**src/rtl/ray_gen_sched_if.sv**
```systemverilog
// Issue bus between the frame scheduler and the ray generator.
// Handshake: op_vld is a one-cycle issue strobe with no ready. The ray
// generator takes every beat. Flow control is by credits only: credit_ret
// pulses once per ray drained from the downstream FIFO.
interface ray_gen_sched_if #(
    parameter int PX_WIDTH  = 9,
    parameter int PY_WIDTH  = 8,
    parameter int RPP_WIDTH = 2
);
    logic                 op_vld;
    logic [PX_WIDTH-1:0]  x;
    logic [PY_WIDTH-1:0]  y;
    logic [RPP_WIDTH-1:0] s;
    logic                 credit_ret;

    modport master (output op_vld, output x, output y, output s, input credit_ret);
    modport slave  (input op_vld, input x, input y, input s, output credit_ret);
endinterface

```
**src/rtl/ray_gen_sched.sv**
```systemverilog
// Frame-level issue scheduler: walks every (x, y, sample) tuple once per
// frame. Each issue consumes a credit. After the last issue it waits for
// all credits to come back, then pulses done.
module ray_gen_sched #(
    parameter int IMG_W     = 320,
    parameter int IMG_H     = 240,
    parameter int RPP       = 4,
    parameter int CREDITS   = 16,
    parameter int PX_WIDTH  = 9,
    parameter int PY_WIDTH  = 8,
    parameter int RPP_WIDTH = 2
) (
    input  logic                   clk,
    input  logic                   rst,
    input  logic                   start,
    ray_gen_sched_if.master        iss,
    output logic                   busy,
    output logic                   done,
    output logic                   credit_err,
    output logic [1:0]             state_dbg,
    output logic [7:0]             credits_dbg
);

    typedef enum logic [1:0] {
        ST_IDLE  = 2'd0,
        ST_RUN   = 2'd1,
        ST_DRAIN = 2'd2,
        ST_DONE  = 2'd3
    } state_e;

    localparam logic [PX_WIDTH-1:0]  LAST_X   = PX_WIDTH'(IMG_W - 1);
    localparam logic [PY_WIDTH-1:0]  LAST_Y   = PY_WIDTH'(IMG_H - 1);
    localparam logic [RPP_WIDTH-1:0] LAST_S   = RPP_WIDTH'(RPP - 1);
    localparam logic [7:0]           CRED_MAX = 8'(CREDITS);

    state_e               state_q, state_d;
    // cx/cy/cs hold the next tuple to issue; x/y/s hold the last issued one
    logic [PX_WIDTH-1:0]  cx_q, cx_d, x_q, x_d;
    logic [PY_WIDTH-1:0]  cy_q, cy_d, y_q, y_d;
    logic [RPP_WIDTH-1:0] cs_q, cs_d, s_q, s_d;
    logic                 vld_q, vld_d;
    logic [7:0]           credits_q, credits_d;
    logic                 err_q, err_d;
    logic                 busy_q, busy_d;
    logic                 done_q, done_d;
    logic                 issue;
    logic                 last_tuple;

    // A return in the same cycle covers an issue even at zero credits
    assign issue      = (state_q == ST_RUN) && ((credits_q != 8'd0) || iss.credit_ret);
    assign last_tuple = (cx_q == LAST_X) && (cy_q == LAST_Y) && (cs_q == LAST_S);

    // Next-state, tuple walk, credit accounting and registered output values
    always_comb begin
        state_d   = state_q;
        cx_d      = cx_q;
        cy_d      = cy_q;
        cs_d      = cs_q;
        x_d       = x_q;
        y_d       = y_q;
        s_d       = s_q;
        vld_d     = 1'b0;
        credits_d = credits_q;
        err_d     = err_q;

        case (state_q)
            ST_IDLE: begin
                if (start) begin
                    state_d = ST_RUN;
                    cx_d    = '0;
                    cy_d    = '0;
                    cs_d    = '0;
                end
            end
            ST_RUN: begin
                if (issue) begin
                    vld_d = 1'b1;
                    x_d   = cx_q;
                    y_d   = cy_q;
                    s_d   = cs_q;
                    if (cs_q == LAST_S) begin
                        cs_d = '0;
                        if (cx_q == LAST_X) begin
                            cx_d = '0;
                            cy_d = (cy_q == LAST_Y) ? '0 : cy_q + 1'b1;
                        end else begin
                            cx_d = cx_q + 1'b1;
                        end
                    end else begin
                        cs_d = cs_q + 1'b1;
                    end
                    if (last_tuple) begin
                        state_d = ST_DRAIN;
                    end
                end
            end
            ST_DRAIN: begin
                if (credits_q == CRED_MAX) begin
                    state_d = ST_DONE;
                end
            end
            default: begin
                state_d = ST_IDLE;
            end
        endcase

        if (issue && !iss.credit_ret) begin
            credits_d = credits_q - 8'd1;
        end else if (iss.credit_ret && !issue) begin
            if (credits_q == CRED_MAX) begin
                err_d = 1'b1;
            end else begin
                credits_d = credits_q + 8'd1;
            end
        end

        busy_d = (state_d == ST_RUN) || (state_d == ST_DRAIN);
        done_d = (state_d == ST_DONE);
    end

    // State and output registers; reset aborts any frame in progress
    always_ff @(posedge clk) begin
        if (rst) begin
            state_q   <= ST_IDLE;
            cx_q      <= '0;
            cy_q      <= '0;
            cs_q      <= '0;
            x_q       <= '0;
            y_q       <= '0;
            s_q       <= '0;
            vld_q     <= 1'b0;
            credits_q <= CRED_MAX;
            err_q     <= 1'b0;
            busy_q    <= 1'b0;
            done_q    <= 1'b0;
        end else begin
            state_q   <= state_d;
            cx_q      <= cx_d;
            cy_q      <= cy_d;
            cs_q      <= cs_d;
            x_q       <= x_d;
            y_q       <= y_d;
            s_q       <= s_d;
            vld_q     <= vld_d;
            credits_q <= credits_d;
            err_q     <= err_d;
            busy_q    <= busy_d;
            done_q    <= done_d;
        end
    end

    assign iss.op_vld  = vld_q;
    assign iss.x       = x_q;
    assign iss.y       = y_q;
    assign iss.s       = s_q;
    assign busy        = busy_q;
    assign done        = done_q;
    assign credit_err  = err_q;
    assign state_dbg   = state_q;
    assign credits_dbg = credits_q;

endmodule

```
**src/flat_wrapper.sv**
```systemverilog
// flat-port wrapper written by rule: the top's interface ports become plain ports
module ray_gen_sched_flat 
#(
    parameter int IMG_W     = 320,
    parameter int IMG_H     = 240,
    parameter int RPP       = 4,
    parameter int CREDITS   = 16,
    parameter int PX_WIDTH  = 9,
    parameter int PY_WIDTH  = 8,
    parameter int RPP_WIDTH = 2
)
  (clk, rst, start, busy, done, credit_err, state_dbg, credits_dbg, iss_op_vld, iss_x, iss_y, iss_s, iss_credit_ret);
  ray_gen_sched_if #(.PX_WIDTH(PX_WIDTH), .PY_WIDTH(PY_WIDTH), .RPP_WIDTH(RPP_WIDTH)) iss_i ();
  input  logic clk;
  input  logic rst;
  input  logic start;
  output logic busy;
  output logic done;
  output logic credit_err;
  output logic [1:0] state_dbg;
  output logic [7:0] credits_dbg;
  output wire logic [$bits(iss_i.op_vld)-1:0] iss_op_vld;
  output wire logic [$bits(iss_i.x)-1:0] iss_x;
  output wire logic [$bits(iss_i.y)-1:0] iss_y;
  output wire logic [$bits(iss_i.s)-1:0] iss_s;
  input wire logic [$bits(iss_i.credit_ret)-1:0] iss_credit_ret;
  assign iss_op_vld = iss_i.op_vld;
  assign iss_x = iss_i.x;
  assign iss_y = iss_i.y;
  assign iss_s = iss_i.s;
  assign iss_i.credit_ret = iss_credit_ret;
  ray_gen_sched #(.IMG_W(IMG_W), .IMG_H(IMG_H), .RPP(RPP), .CREDITS(CREDITS), .PX_WIDTH(PX_WIDTH), .PY_WIDTH(PY_WIDTH), .RPP_WIDTH(RPP_WIDTH)) u_core (.clk(clk), .rst(rst), .start(start), .iss(iss_i), .busy(busy), .done(done), .credit_err(credit_err), .state_dbg(state_dbg), .credits_dbg(credits_dbg));
endmodule
```
**config.mk**
```make
export PLATFORM = sky130hd
export DESIGN_NAME = ray_gen_sched_flat
export DESIGN_NICKNAME = d
export VERILOG_FILES = /design/src/rtl/ray_gen_sched_if.sv /design/src/rtl/ray_gen_sched.sv /design/src/flat_wrapper.sv
export SDC_FILE = /design/constraint.sdc
export NUM_CORES = 1
export LEC_CHECK = 0
export CORE_ASPECT_RATIO = 1.25
export CORE_UTILIZATION = 50
export CTS_CLUSTER_DIAMETER = 50
export DETAILED_ROUTE_END_ITERATION = 7
export HOLD_SLACK_MARGIN = 0.08
export PLACE_DENSITY = 0.71
export SYNTH_ARGS = -nofsm -noshare
export SYNTH_HDL_FRONTEND = slang
export SYNTH_SLANG_ARGS = --single-unit
```
**constraint.sdc**
```tcl
create_clock -name clk -period 4.1 [get_ports clk]
set_clock_uncertainty 0.2 [all_clocks]
set_input_delay 0.615 -clock clk [delete_from_list [all_inputs] [get_ports clk]]
set_output_delay 0.615 -clock clk [all_outputs]
set_load 0.1 [all_outputs]
```
; ---- After elaboration in Yosys (flattened, before gate mapping)
; Cells that the tools add are included.
[totals]
mem_bits_ro = 0
wordCells = 77
latch_bits = 0
ff_bits = 52
mem_bits_rw = 0
output_inout_bits = 33
n_memories = 0
input_bits = 4
[classes]
n_addsub = 5
n_shift = 0
mux = 24
bitwise_logic = 2
multipliers = 0
reduce_logical = 20
eq_ne = 14
n_div = 0
n_lt_le_gt_ge = 0
[op_table]
columns = cell, count
row1 = two-way mux 8 bit, 8
row2 = two-way mux 9 bit, 4
row3 = case mux 9 bit (2 select lines), 1
row4 = adder 8 x 1 -> 8 bit (second input constant), 2
row5 = case mux 8 bit (2 select lines), 1
row6 = two-way mux 2 bit, 7
row7 = adder 9 x 1 -> 9 bit (second input constant), 1
row8 = == test 9 bit (second input constant), 1
row9 = == test 2 bit (second input constant), 4
row10 = == test 8 x 5 -> 1 bit (second input constant), 1
row11 = == test 8 bit (second input constant), 1
row12 = != test 2 bit (second input constant), 4
row13 = nonzero test 8 bit, 1
row14 = subtractor 8 x 1 -> 8 bit (second input constant), 1
row15 = case mux 2 bit (3 select lines), 1
row16 = AND reduction 3 bit, 2
row17 = logical AND 1 bit, 5
row18 = AND reduction 5 bit, 1
row19 = == test 2 x 1 -> 1 bit (second input constant), 2
row20 = case mux 2 bit (2 select lines), 1
row21 = AND reduction 2 bit, 2
row22 = AND reduction 4 bit, 1
row23 = nonzero test 2 bit, 2
row24 = adder 2 x 1 -> 2 bit (second input constant), 1
row25 = other kinds (7), 10

; ---- Longest topological paths before layout
; Gate-level depths: netlist of run 1.
[depth]
word_depth = 8
depth_mapped = 12
mapped_depth_nobuf = 11

; ---- Least setup slack after synthesis of run 1
; OpenSTA, ideal clock, no wires.
[synth_path]
path_type = register to register
startpoint = reg u_core.credits_q[5], in the netlist u_core.credits_dbg[5]
endpoint = reg u_core.credits_q[6], in the netlist u_core.credits_dbg[6]
setup_slack_ps = 377
required_ps = 3808
n_path_buf = 1
t_arrival_ps = 3431
setup_time_ps = 92
path_stages_with_launch = 13
period_less_slack_ps = 3723
cell_sequence = dfxtp_1 nor3_1 a31o_1 inv_2 buf_1 ha_1 inv_1 fa_1 nor2b_1 o21ai_0 a21oi_1 nor3_1 o32ai_1
[synth_between]
elab_chain_len = 7
word_cells_on_any_way = 15
cone_classes = add/sub: 2 / eq/ne: 2 / mux: 3 / reduce/logical: 8
[synth_lines]
columns = element, line_no
row1 = "start, declared", ray_gen_sched.sv:42  ; logic [7:0] credits_q, credits_d;
row2 = "start signal, assigned", ray_gen_sched.sv:145  ; credits_q <= credits_d;
row3 = nonzero test 8 bit (*), ray_gen_sched.sv:50  ; assign issue = (state_q == ST_RUN) && ((credits_q != 8'd0) || iss.credit_ret);
row4 = logical OR 1 bit (*), ray_gen_sched.sv:50
row5 = logical AND 1 bit (*), ray_gen_sched.sv:50
row6 = net u_core.issue, ray_gen_sched.sv:46  ; logic issue;
row7 = logical NOT 1 bit, ray_gen_sched.sv:109  ; end else if (iss.credit_ret && !issue) begin
row8 = logical AND 1 bit, ray_gen_sched.sv:109
row9 = nonzero test 2 bit (no line), --
row10 = AND reduction 2 bit (no line), --
; The timed path passes the listed nets; every way through them passes the cells marked *. The select of a mux whose other input is x is not followed.
; A chain may end at the register's enable or synchronous reset.

; ---- Final worst setup path of run 1
[layout_path]
startpoint = in iss_credit_ret
endpoint = reg u_core.credits_q[6], in the netlist u_core.credits_dbg[6]
[layout_between]
elab_chain_len = 6
word_cells_on_any_way = 10
cone_classes = eq/ne: 1 / mux: 1 / reduce/logical: 8
[layout_lines]
columns = element, line_no
row1 = "start, declared", flat_wrapper.sv:26  ; input wire logic [$bits(iss_i.credit_ret)-1:0] iss_credit_ret;
row2 = logical OR 1 bit, ray_gen_sched.sv:50
row3 = logical AND 1 bit, ray_gen_sched.sv:50
row4 = logical NOT 1 bit, ray_gen_sched.sv:109
row5 = logical AND 1 bit, ray_gen_sched.sv:109
row6 = nonzero test 2 bit (no line), --
row7 = AND reduction 2 bit (no line), --
; Parallel ways exist; a longest one is shown, timed or not.

==> results.txt, run 1 <==
Hold Slack = 0.257 ns
Lkg Pwr = 1.07 nW
Vias in the first global route = 2100
Post-synth top area cell = dfxtp_1
Buffer count from post-CTS setup fixing = 0
Final instance area = 0.00303 mm²
RSZ-0062 raised after global routing = no
Root buffer cell = clkbuf_8
Reg2Reg Setup Slack = 1.02 ns
H-tree Lvls = 2
Number of synthesized flops with an enable pin = 0
Final hold vios = 0
Vias/cell = 5.61
Clk_lat worst skew = 0.30 ns
Area after DPL = 0.00294 mm²
Syn Nets = 322
Yosys reg bits = 52
Crit share post-route = 0.763
Post-detail-place hpwl = 3.76 mm
CP Data Arrival Time = 3.14 ns
WP data required = 4.11 ns
Cell with the most instances after synthesis = nand2_1
Die W = 65.7 µm
Seq/Total Area, Yosys = 0.410
Clock transition at the registers of the reported paths = 0.09 ns
Unique masters post-synth = 51
CTS resizes = 0
Crit. End Element = register
Crit path time final = 3.13 ns
CP max FO = 8
Initial antenna violation count = 0
Total die area = 0.00537 mm²
Max-Cap Viols = 0
Clk buf depth = 2
CTS tree = done
Top cells by count, synth = nand2_1 (55), dfxtp_1 (52), a21oi_1 (40)
CORE AREA = 0.00480 mm²
N_diodes = 0
Area grow syn2layout = 19.5%
Avg WL per Cell = 13.6 µm
Top FF cell, synth = dfxtp_1
Largest net degree at the start of global routing = 54
Hold/Removal Path Class = register to register
Achievable clock frequency = 320 MHz
Worst Tran Pin Value = 1.10 ns
Clk sink count = 52
Synth async-reset ratio = 0
NumNets Final = 355
# DRC = 0
# rows = 28
First-pass GRT wire length = 9.36 mm
Peak supply drop = 0.491 mV
Routability congestion estimate = 0.816
Routed WL = 5.43 mm
Status = completed
Port bufs = 36
# IOs = 37
Final setup TNS = 0 ns
Die height = 81.6 µm
Category of the most critical setup path = input port to register
Via count = 2245
Total Routing Usage GR = 0.223
Rel. slew slack = 0.267
Pre-Repair DR Iteration Count = 4
Area contributors post-synth = dfxtp_1 (41%), nand2_1 (8.1%), a21oi_1 (7.9%)
Post-Layout Cell Count = 400
CTS Buf Count = 5
YS warnings = 0
DP Cell Count = 392
Mean Syn Cell Area = 8.29 µm²
Initial cell density of the core = 0.529
CTS hold repair buffers = 0
Power Density = 479 mW/mm²
Cell Area, Synth = 0.00254 mm²
Share of cells above drive strength 1 = 0.0588
Initial DRC count = 189
Top cell type's share of synthesized area = 0.410
Max Slew Vio Count = 0
Final setup fails = 0
CP startpoint kind = input port
Gr ovfl total = 0
Syn Inst Count = 306
Antenna Nets Post-Route = 0
-- layer usage --
metal / up-vias / routed length [µm] / global-route usage
met3: 6 / 182 / 0.0389
met4: 0 / 66 / 0.0717
met5: - / 0 / 0
met2: 39 / 2740 / 0.393
met1: 1047 / 2440 / 0.272
li1: 1153 / - / -
-- where the power goes --
group	switching, mW	internal [mW]
clock	0.167	0.138
combinational	0.406	0.162
sequential	0.0423	0.537
-- final timing paths --
kind,from,endpoint,depth (start not counted)
hold / removal,u_core.iss.x[5],u_core.iss.x[5],2
hold reg to reg,u_core.iss.x[5],u_core.iss.x[5],2
setup reg to reg,u_core.credits_dbg[0],u_core.credits_dbg[7],10
setup / recovery,iss_credit_ret,u_core.credits_dbg[6],12
-- layout by cell type (no fill, tap or decap), types with 2 or more instances in the layout --
cell             count
and2_1               2
clkdlybuf4s50_1     35
nor2_1              24
nand4b_1             2
a21o_1               3
a31oi_1              4
mux2i_1              3
buf_4                2
nor3_1               7
nand2b_1             3
a211oi_1             2
nand2_1             55
inv_1                8
nand4_1              2
nand3b_1             5
dfxtp_1             52
xnor2_1              2
or4_1                4
xor2_1               3
o21ai_0             14
nand3_1              9
a211o_1              2
a21oi_1             40
clkbuf_8             6
ha_1                11
o2111ai_1            2
and3_1               4
nor2b_1              7
-- flip-flops by register name, summed over array words and instances, names as in the netlist --
name                flops
u_core.iss.x            9
u_core.done             1
u_core.cs_q             2
u_core.iss.s            2
u_core.cx_q             9
u_core.state_dbg        2
u_core.busy             1
u_core.iss.op_vld       1
u_core.credit_err       1
u_core.cy_q             8
u_core.credits_dbg      8
u_core.iss.y            8
-- stage by stage --
stage	total power, mW	utilization	setup WS [ns]
after floorplan	1.03	-	0.377
after global placement	1.16	0.612	0.731
after detailed placement	1.16	0.612	0.654
after CTS	1.47	0.632	0.976
after global routing	1.53	0.632	0.705
final	1.45	0.632	0.972
-- cell type report --
cell class,count,area [µm²]
clock inverters,1,7.51
fillers,456,1770
multi-input cells,233,1420
flip-flops and latches,52,1040
inverters,9,33.8
repair buffers,38,370
clock buffers,7,86.3
well taps,60,75.1
-- cell families after synthesis --
group           after synthesis  synth area share
flops                        52             0.410
simple gates                131             0.254
compound gates               82             0.213
mux                           3            0.0118
buf+inv                      21            0.0311
fa+ha+maj                    12            0.0621
xor+xnor                      5            0.0173
-- worst max-delay path, stage by stage --
cell	delay (ns)
clkdlybuf4s50_1	0.50
nor2_1	0.05
a31o_1	0.24
inv_2	0.06
ha_1	0.31
inv_1	0.15
fa_1	0.44
nor2b_1	0.12
o21ai_0	0.11
a21oi_1	0.20
nor3_1	0.07
o32ai_1	0.26
Note: power is estimated with default switching activity, not from simulation.
==> inputs of run 2 (changes only) <==
--- a/config.mk
+++ b/config.mk
@@ -6,11 +6,11 @@
 export NUM_CORES = 1
 export LEC_CHECK = 0
 export CORE_ASPECT_RATIO = 1.25
-export CORE_UTILIZATION = 50
+export CORE_UTILIZATION = 49
 export CTS_CLUSTER_DIAMETER = 50
 export DETAILED_ROUTE_END_ITERATION = 7
 export HOLD_SLACK_MARGIN = 0.08
-export PLACE_DENSITY = 0.71
+export PLACE_DENSITY = 0.73
 export SYNTH_ARGS = -nofsm -noshare
 export SYNTH_HDL_FRONTEND = slang
 export SYNTH_SLANG_ARGS = --single-unit
==> constraint.sdc (replaced) <==
create_clock -name clk -period 2.6 [get_ports clk]
set_clock_uncertainty 0.2 [all_clocks]
set_input_delay 0.39 -clock clk [delete_from_list [all_inputs] [get_ports clk]]
set_output_delay 0.39 -clock clk [all_outputs]
set_load 0.1 [all_outputs]
==> results.txt, run 2 (same netlist as run 1, synthesis figures left out) <==
CP Data Arrival Time = 2.60 ns (-0.54 ns)
# rows = 28 (unchanged)
Die height = 82.5 µm (+0.99%)
Max-Cap Viols = 0 (unchanged)
Crit. End Element = register
Most common cell after layout, fill and taps aside = buf_4
Share of cells above drive strength 1 = 0.295 (+0.237)
Vias/cell = 5.45 (-2.9%)
Peak supply drop = 0.765 mV (+56%)
DP Cell Count = 419 (+6.9%)
Status = completed
H-tree Lvls = 2 (unchanged)
Post-Layout Cell Count = 429 (+7.2%)
Initial cell density of the core = 0.521 (-0.00761)
CORE AREA = 0.00487 mm² (+1.5%)
Area grow syn2layout = 33.2%
Pre-Repair DR Iteration Count = 4 (unchanged)
Via count = 2338 (+4.1%)
CTS Buf Count = 5 (unchanged)
Clock transition at the registers of the reported paths = 0.10 ns (about the same)
Port bufs = 36 (unchanged)
Filler cells = 417 (-8.6%)
Hold Slack = 0.258 ns (+0.00133 ns)
Reg2reg end = u_core.credits_dbg[5]
Total die area = 0.00547 mm² (+2.0%)
Crit path time final = 2.57 ns
Clk buf depth = 2 (unchanged)
Antenna Nets Post-Route = 0 (unchanged)
Hold path cells = 2 (unchanged)
Reg2Reg Setup Slack = 0.03 ns (-0.99 ns)
R2R depth = 11 (+1)
Power Density = 762 mW/mm² (+59%)
Final hold vios = 0 (unchanged)
Initial antenna violation count = 0 (unchanged)
Routability congestion estimate = 0.843 (+3.3%)
CP startpoint kind = register
RR Startpoint = u_core.credits_dbg[2]
Category of the most critical setup path = register to register
RSZ-0062 raised after global routing = yes
Avg WL per Cell = 13.2 µm (-2.4%)
N_diodes = 0 (unchanged)
Hold/Removal Path Class = register to register
Clk_lat worst skew = 0.31 ns (about the same)
Clk sink count = 52 (unchanged)
Max Slew Vio Count = 0 (unchanged)
First-pass GRT wire length = 8.93 mm (-4.6%)
CTS hold repair buffers = 0 (unchanged)
Lkg Pwr = 1.31 nW (+22%)
Initial DRC count = 121 (-36%)
Gr ovfl total = 0 (unchanged)
Hold wc startpoint = u_core.iss.x[8]
CTS tree = done
Root buffer cell = clkbuf_8
WP data required = 2.63 ns (-1.48 ns)
Largest net degree at the start of global routing = 26 (-52%)
Worst Tran Pin Value = 0.691 ns (-0.408 ns)
CP max FO = 8 (unchanged)
Achievable clock frequency = 389 MHz
Routed WL = 5.68 mm (+4.6%)
Rel. slew slack = 0.538 (+0.271)
Util after Layout = 0.694 (+0.0623)
Final setup fails = 0 (unchanged)
Most frequent cells in the layout = buf_4 (63), nand2_1 (55), dfxtp_1 (42)
Post-detail-place hpwl = 4.05 mm (+7.6%)
Total Routing Usage GR = 0.212 (-0.0109)
# IOs = 37 (unchanged)
Crit share post-route = 0.988
# DRC = 0 (unchanged)
Hold Path End = u_core.iss.x[8]
Vias in the first global route = 2000 (-4.8%)
Die W = 66.4 µm (+0.99%)
NumNets Final = 384 (+8.2%)
[run 2: worst max path at each step]
stage,end,slack (ns),startpoint
2_1_floorplan,u_core.credits_dbg[7],-0.24,u_core.credits_dbg[3]
3_3_place_gp,u_core.credits_dbg[6],-0.19,iss_credit_ret
3_5_place_dp,u_core.credits_dbg[6],-0.30,iss_credit_ret
4_1_cts,u_core.credits_dbg[6],0.02,iss_credit_ret
5_1_grt,u_core.credits_dbg[7],-0.08,u_core.credits_dbg[2]
6_report,u_core.credits_dbg[5],0.03,u_core.credits_dbg[2]
[run 2: through the flow]
| step | setup TNS [ns] | cell area, µm² | power, mW | worst slack (ns) |
|---|---|---|---|---|
| floorplan | -0.763 | 2700 | 1.74 | -0.245 |
| detailed placement | -1.47 | 3230 | 2.08 | -0.298 |
| finish | 0 | 3380 | 2.58 | 0.0300 |
| global placement | -0.835 | 3230 | 2.06 | -0.193 |
| CTS | 0 | 3330 | 2.57 | 0.0226 |
| global route | -0.230 | 3380 | 2.70 | -0.0769 |
[run 2: layout make-up]
cell class,instances,area (µm²),area share
Inverter,9,33.8,0.0100
Sequential cell,52,1080,0.319
Tap cell,60,75.1,0.0222
Timing Repair Buffer,67,526,0.155
Clock buffer,6,82.6,0.0244
Multi-Input combinational cell,233,1570,0.465
Clock inverter,2,13.8,0.00407
[run 2: what timing repair did]
action                     CTS  global route
gates resized for setup      0             6
setup endpoints to repair    0             4
setup buffers                0             2
[run 2: worst max-delay path: stages, from the launching register on]
cell       delay, ns
dfxtp_4         0.36
nor4_4          0.31
a31o_1          0.22
inv_2           0.06
ha_4            0.22
ha_4            0.29
a21oi_4         0.05
buf_4           0.14
o2111ai_1       0.26
xor2_1          0.17
nand2_1         0.07
a21oi_1         0.12
[run 2: metal layers]
layer	vias to the layer above	GRT usage	routed length [µm]
met2	40	0.363	2780
met3	8	0.0371	197
met1	1078	0.263	2620
met4	0	0.0809	94
li1	1212	-	-
met5	-	0	0
[run 2: report_power, final]
group / leakage [nW] / internal, mW / switching (mW) / total [mW]
Combinational: 0.830 / 0.432 / 0.713 / 1.15
Clock: 0.0516 / 0.218 / 0.276 / 0.495
Sequential: 0.427 / 0.865 / 0.0704 / 0.935
Total: 1.31 / 1.52 / 1.06 / 2.58
==> inputs of run 3 (changes only) <==
--- a/config.mk
+++ b/config.mk
@@ -6,11 +6,12 @@
 export NUM_CORES = 1
 export LEC_CHECK = 0
 export CORE_ASPECT_RATIO = 1.25
-export CORE_UTILIZATION = 49
+export CORE_UTILIZATION = 50
 export CTS_CLUSTER_DIAMETER = 50
 export DETAILED_ROUTE_END_ITERATION = 7
+export DONT_BUFFER_PORTS = 1
 export HOLD_SLACK_MARGIN = 0.08
-export PLACE_DENSITY = 0.73
+export PLACE_DENSITY = 0.65
 export SYNTH_ARGS = -nofsm -noshare
 export SYNTH_HDL_FRONTEND = slang
 export SYNTH_SLANG_ARGS = --single-unit
==> constraint.sdc (replaced) <==
create_clock -name clk -period 2.6 [get_ports clk]
set_clock_uncertainty 0.2 [all_clocks]
set_input_delay 0.52 -clock clk [delete_from_list [all_inputs] [get_ports clk]]
set_output_delay 0.52 -clock clk [all_outputs]
set_load 0.01 [all_outputs]
==> results.txt, run 3 (same netlist as run 1, synthesis figures left out) <==
RSZ-0062 raised after global routing = yes
Peak supply drop = 0.417 mV (-45%)
Final hold vios = 0 (unchanged)
Clk_lat worst skew = 0.31 ns (about the same)
Hold/Removal Path Class = input port to register
Final setup fails = 0 (unchanged)
Gate power share = 0.361 (-0.084)
Reg2Reg Setup Slack = 0.10 ns (+0.07 ns)
Clk pwr share = 0.225 (+0.033)
Category of the most critical setup path = register to register
Root buffer cell = clkbuf_8
Achievable clock frequency = 400 MHz (+2.9%)
Hold Slack = 0.101 ns (-0.157 ns)
Initial DRC count = 154 (+27%)
# DRC = 0 (unchanged)
Sw Share = 0.335 (-0.0764)
N_diodes = 0 (unchanged)
CORE AREA = 0.00480 mm² (-1.4%)
Crit. End Element = register
Die height = 81.6 µm (-0.98%)
Area grow syn2layout = 19.6%
Gr ovfl total = 0 (unchanged)
CP startpoint = u_core.credits_dbg[0]
Worst Tran Pin Value = 0.747 ns (+0.0559 ns)
Filler cells = 429 (+2.9%)
Clk buf depth = 2 (unchanged)
Pre-Repair DR Iteration Count = 4 (unchanged)
First-pass GRT wire length = 9.78 mm (+9.6%)
R2R depth = 10 (-1)
Share of cells above drive strength 1 = 0.216 (-0.0789)
Clock transition at the registers of the reported paths = 0.10 ns (about the same)
Final setup TNS = 0 ns (unchanged)
Setup crit end = u_core.credits_dbg[7]
Routed WL = 5.58 mm (-1.8%)
WP data required = 2.65 ns (+0.02 ns)
Via count = 2258 (-3.4%)
Crit share post-route = 0.961 (-0.0276)
Largest net degree at the start of global routing = 51 (+96%)
Total die area = 0.00537 mm² (-2.0%)
NetSw = 0.736 mW (-31%)
Clk sink count = 52 (unchanged)
Lkg Pwr = 1.08 nW (-17%)
Port bufs = 0 (-100%)
CTS tree = done
Rel. slew slack = 0.498 (-0.0401)
Max Slew Vio Count = 0 (unchanged)
CP startpoint kind = register
Vias in the first global route = 2148 (+7.4%)
Initial antenna violation count = 0 (unchanged)
Post-detail-place hpwl = 3.90 mm (-3.6%)
Antenna Nets Post-Route = 0 (unchanged)
Avg WL per Cell = 14.4 µm (+8.6%)
CTS Buf Count = 5 (unchanged)
CP Data Arrival Time = 2.55 ns (-0.05 ns)
Most common cell after layout, fill and taps aside = nand2_1
Most frequent cells in the layout = nand2_1 (54), dfxtp_1 (43), a21oi_1 (37)
Vias/cell = 5.82 (+6.8%)
Crit path time final = 2.50 ns (-0.0719 ns)
Die W = 65.7 µm (-0.98%)
Sequential share of power = 0.414 (+0.051)
Hold wc startpoint = rst
Routability congestion estimate = 0.819 (-2.8%)
Initial cell density of the core = 0.529 (+0.00761)
Max-Cap Viols = 0 (unchanged)
CP max FO = 8 (unchanged)
# rows = 28 (unchanged)
Total Routing Usage GR = 0.235 (+0.0234)
Power Density = 723 mW/mm² (-5.1%)
# IOs = 37 (unchanged)
H-tree Lvls = 2 (unchanged)
Status = completed
NumNets Final = 343 (-11%)
RR Startpoint = u_core.credits_dbg[0]
Reg2reg end = u_core.credits_dbg[7]
Int Power = 1.46 mW (-3.7%)
## run 3: cell count changes in the layout (fill, tap and decap cells not counted), sizes merged
cell	delta
buf	-38
clkdlybuf4s50	-2
dlymetal6s2s	-1
## run 3: through the flow
stage / cells / area, µm² / total power, mW / utilization / setup slack (ns)
final: 388 / 3030 / 2.20 / 0.632 / 0.102
after global routing: 388 / 3030 / 2.33 / 0.632 / -0.00500
after CTS: 386 / 2990 / 2.16 / 0.622 / 0.0147
after detailed placement: 377 / 2870 / 1.65 / 0.598 / -0.0234
after global placement: 377 / 2870 / 1.64 / 0.598 / 0.0529
after floorplan: 306 / 2680 / 1.42 / - / -0.112
## run 3: routing by layer
layer	routed length, µm	track usage
met1	2540	0.284
met3	223	0.0500
met4	105	0.0957
met5	0	0
met2	2710	0.402
## run 3: worst min path at each step
stage                             to  slack, ns  depth (start not counted)
6_report       u_core.credits_dbg[4]       0.10                          1
5_1_grt        u_core.credits_dbg[4]        0.1                          1
4_1_cts        u_core.credits_dbg[4]       0.09                          1
3_5_place_dp         u_core.iss.x[8]       0.27                          2
3_3_place_gp         u_core.iss.s[1]       0.26                          2
2_1_floorplan        u_core.iss.x[8]       0.24                          2
## run 3: area by class of cell
cell class | instances | area [µm²] | area share
inverter | 9 | 33.8 | 0.0111
multi-input combinational | 233 | 1560 | 0.515
timing repair buffer | 26 | 208 | 0.0685
clock inverter | 2 | 13.8 | 0.00454
clock buffer | 6 | 82.6 | 0.0272
tap | 60 | 75.1 | 0.0247
sequential | 52 | 1060 | 0.348
## run 3: power groups by stage
stage | registers [mW] | logic, mW | clock network (mW)
floorplan | 0.968 | 0.451 | 0
global placement | 0.923 | 0.715 | 0
detailed placement | 0.922 | 0.727 | 0
CTS | 0.905 | 0.742 | 0.511
global route | 0.917 | 0.873 | 0.543
finish | 0.909 | 0.793 | 0.494
## run 3: critical path, cell delays in order (launching register included)
cell and delay, ns:
dfxtp_2 0.35, nor4_4 0.29, a31o_1 0.21, inv_2 0.06, ha_4 0.22, ha_2 0.29
nor3_1 0.14, nor2_1 0.10, a211o_1 0.32, a21o_1 0.17, a21oi_2 0.10
## run 3: repair_timing
action | in CTS | in global routing
buffers inserted | 0 | 2
resized for setup | 0 | 10
hold buffers | 1 | 0
setup endpoints to repair | 0 | 4
endpoints found under the hold margin | 50 | 0
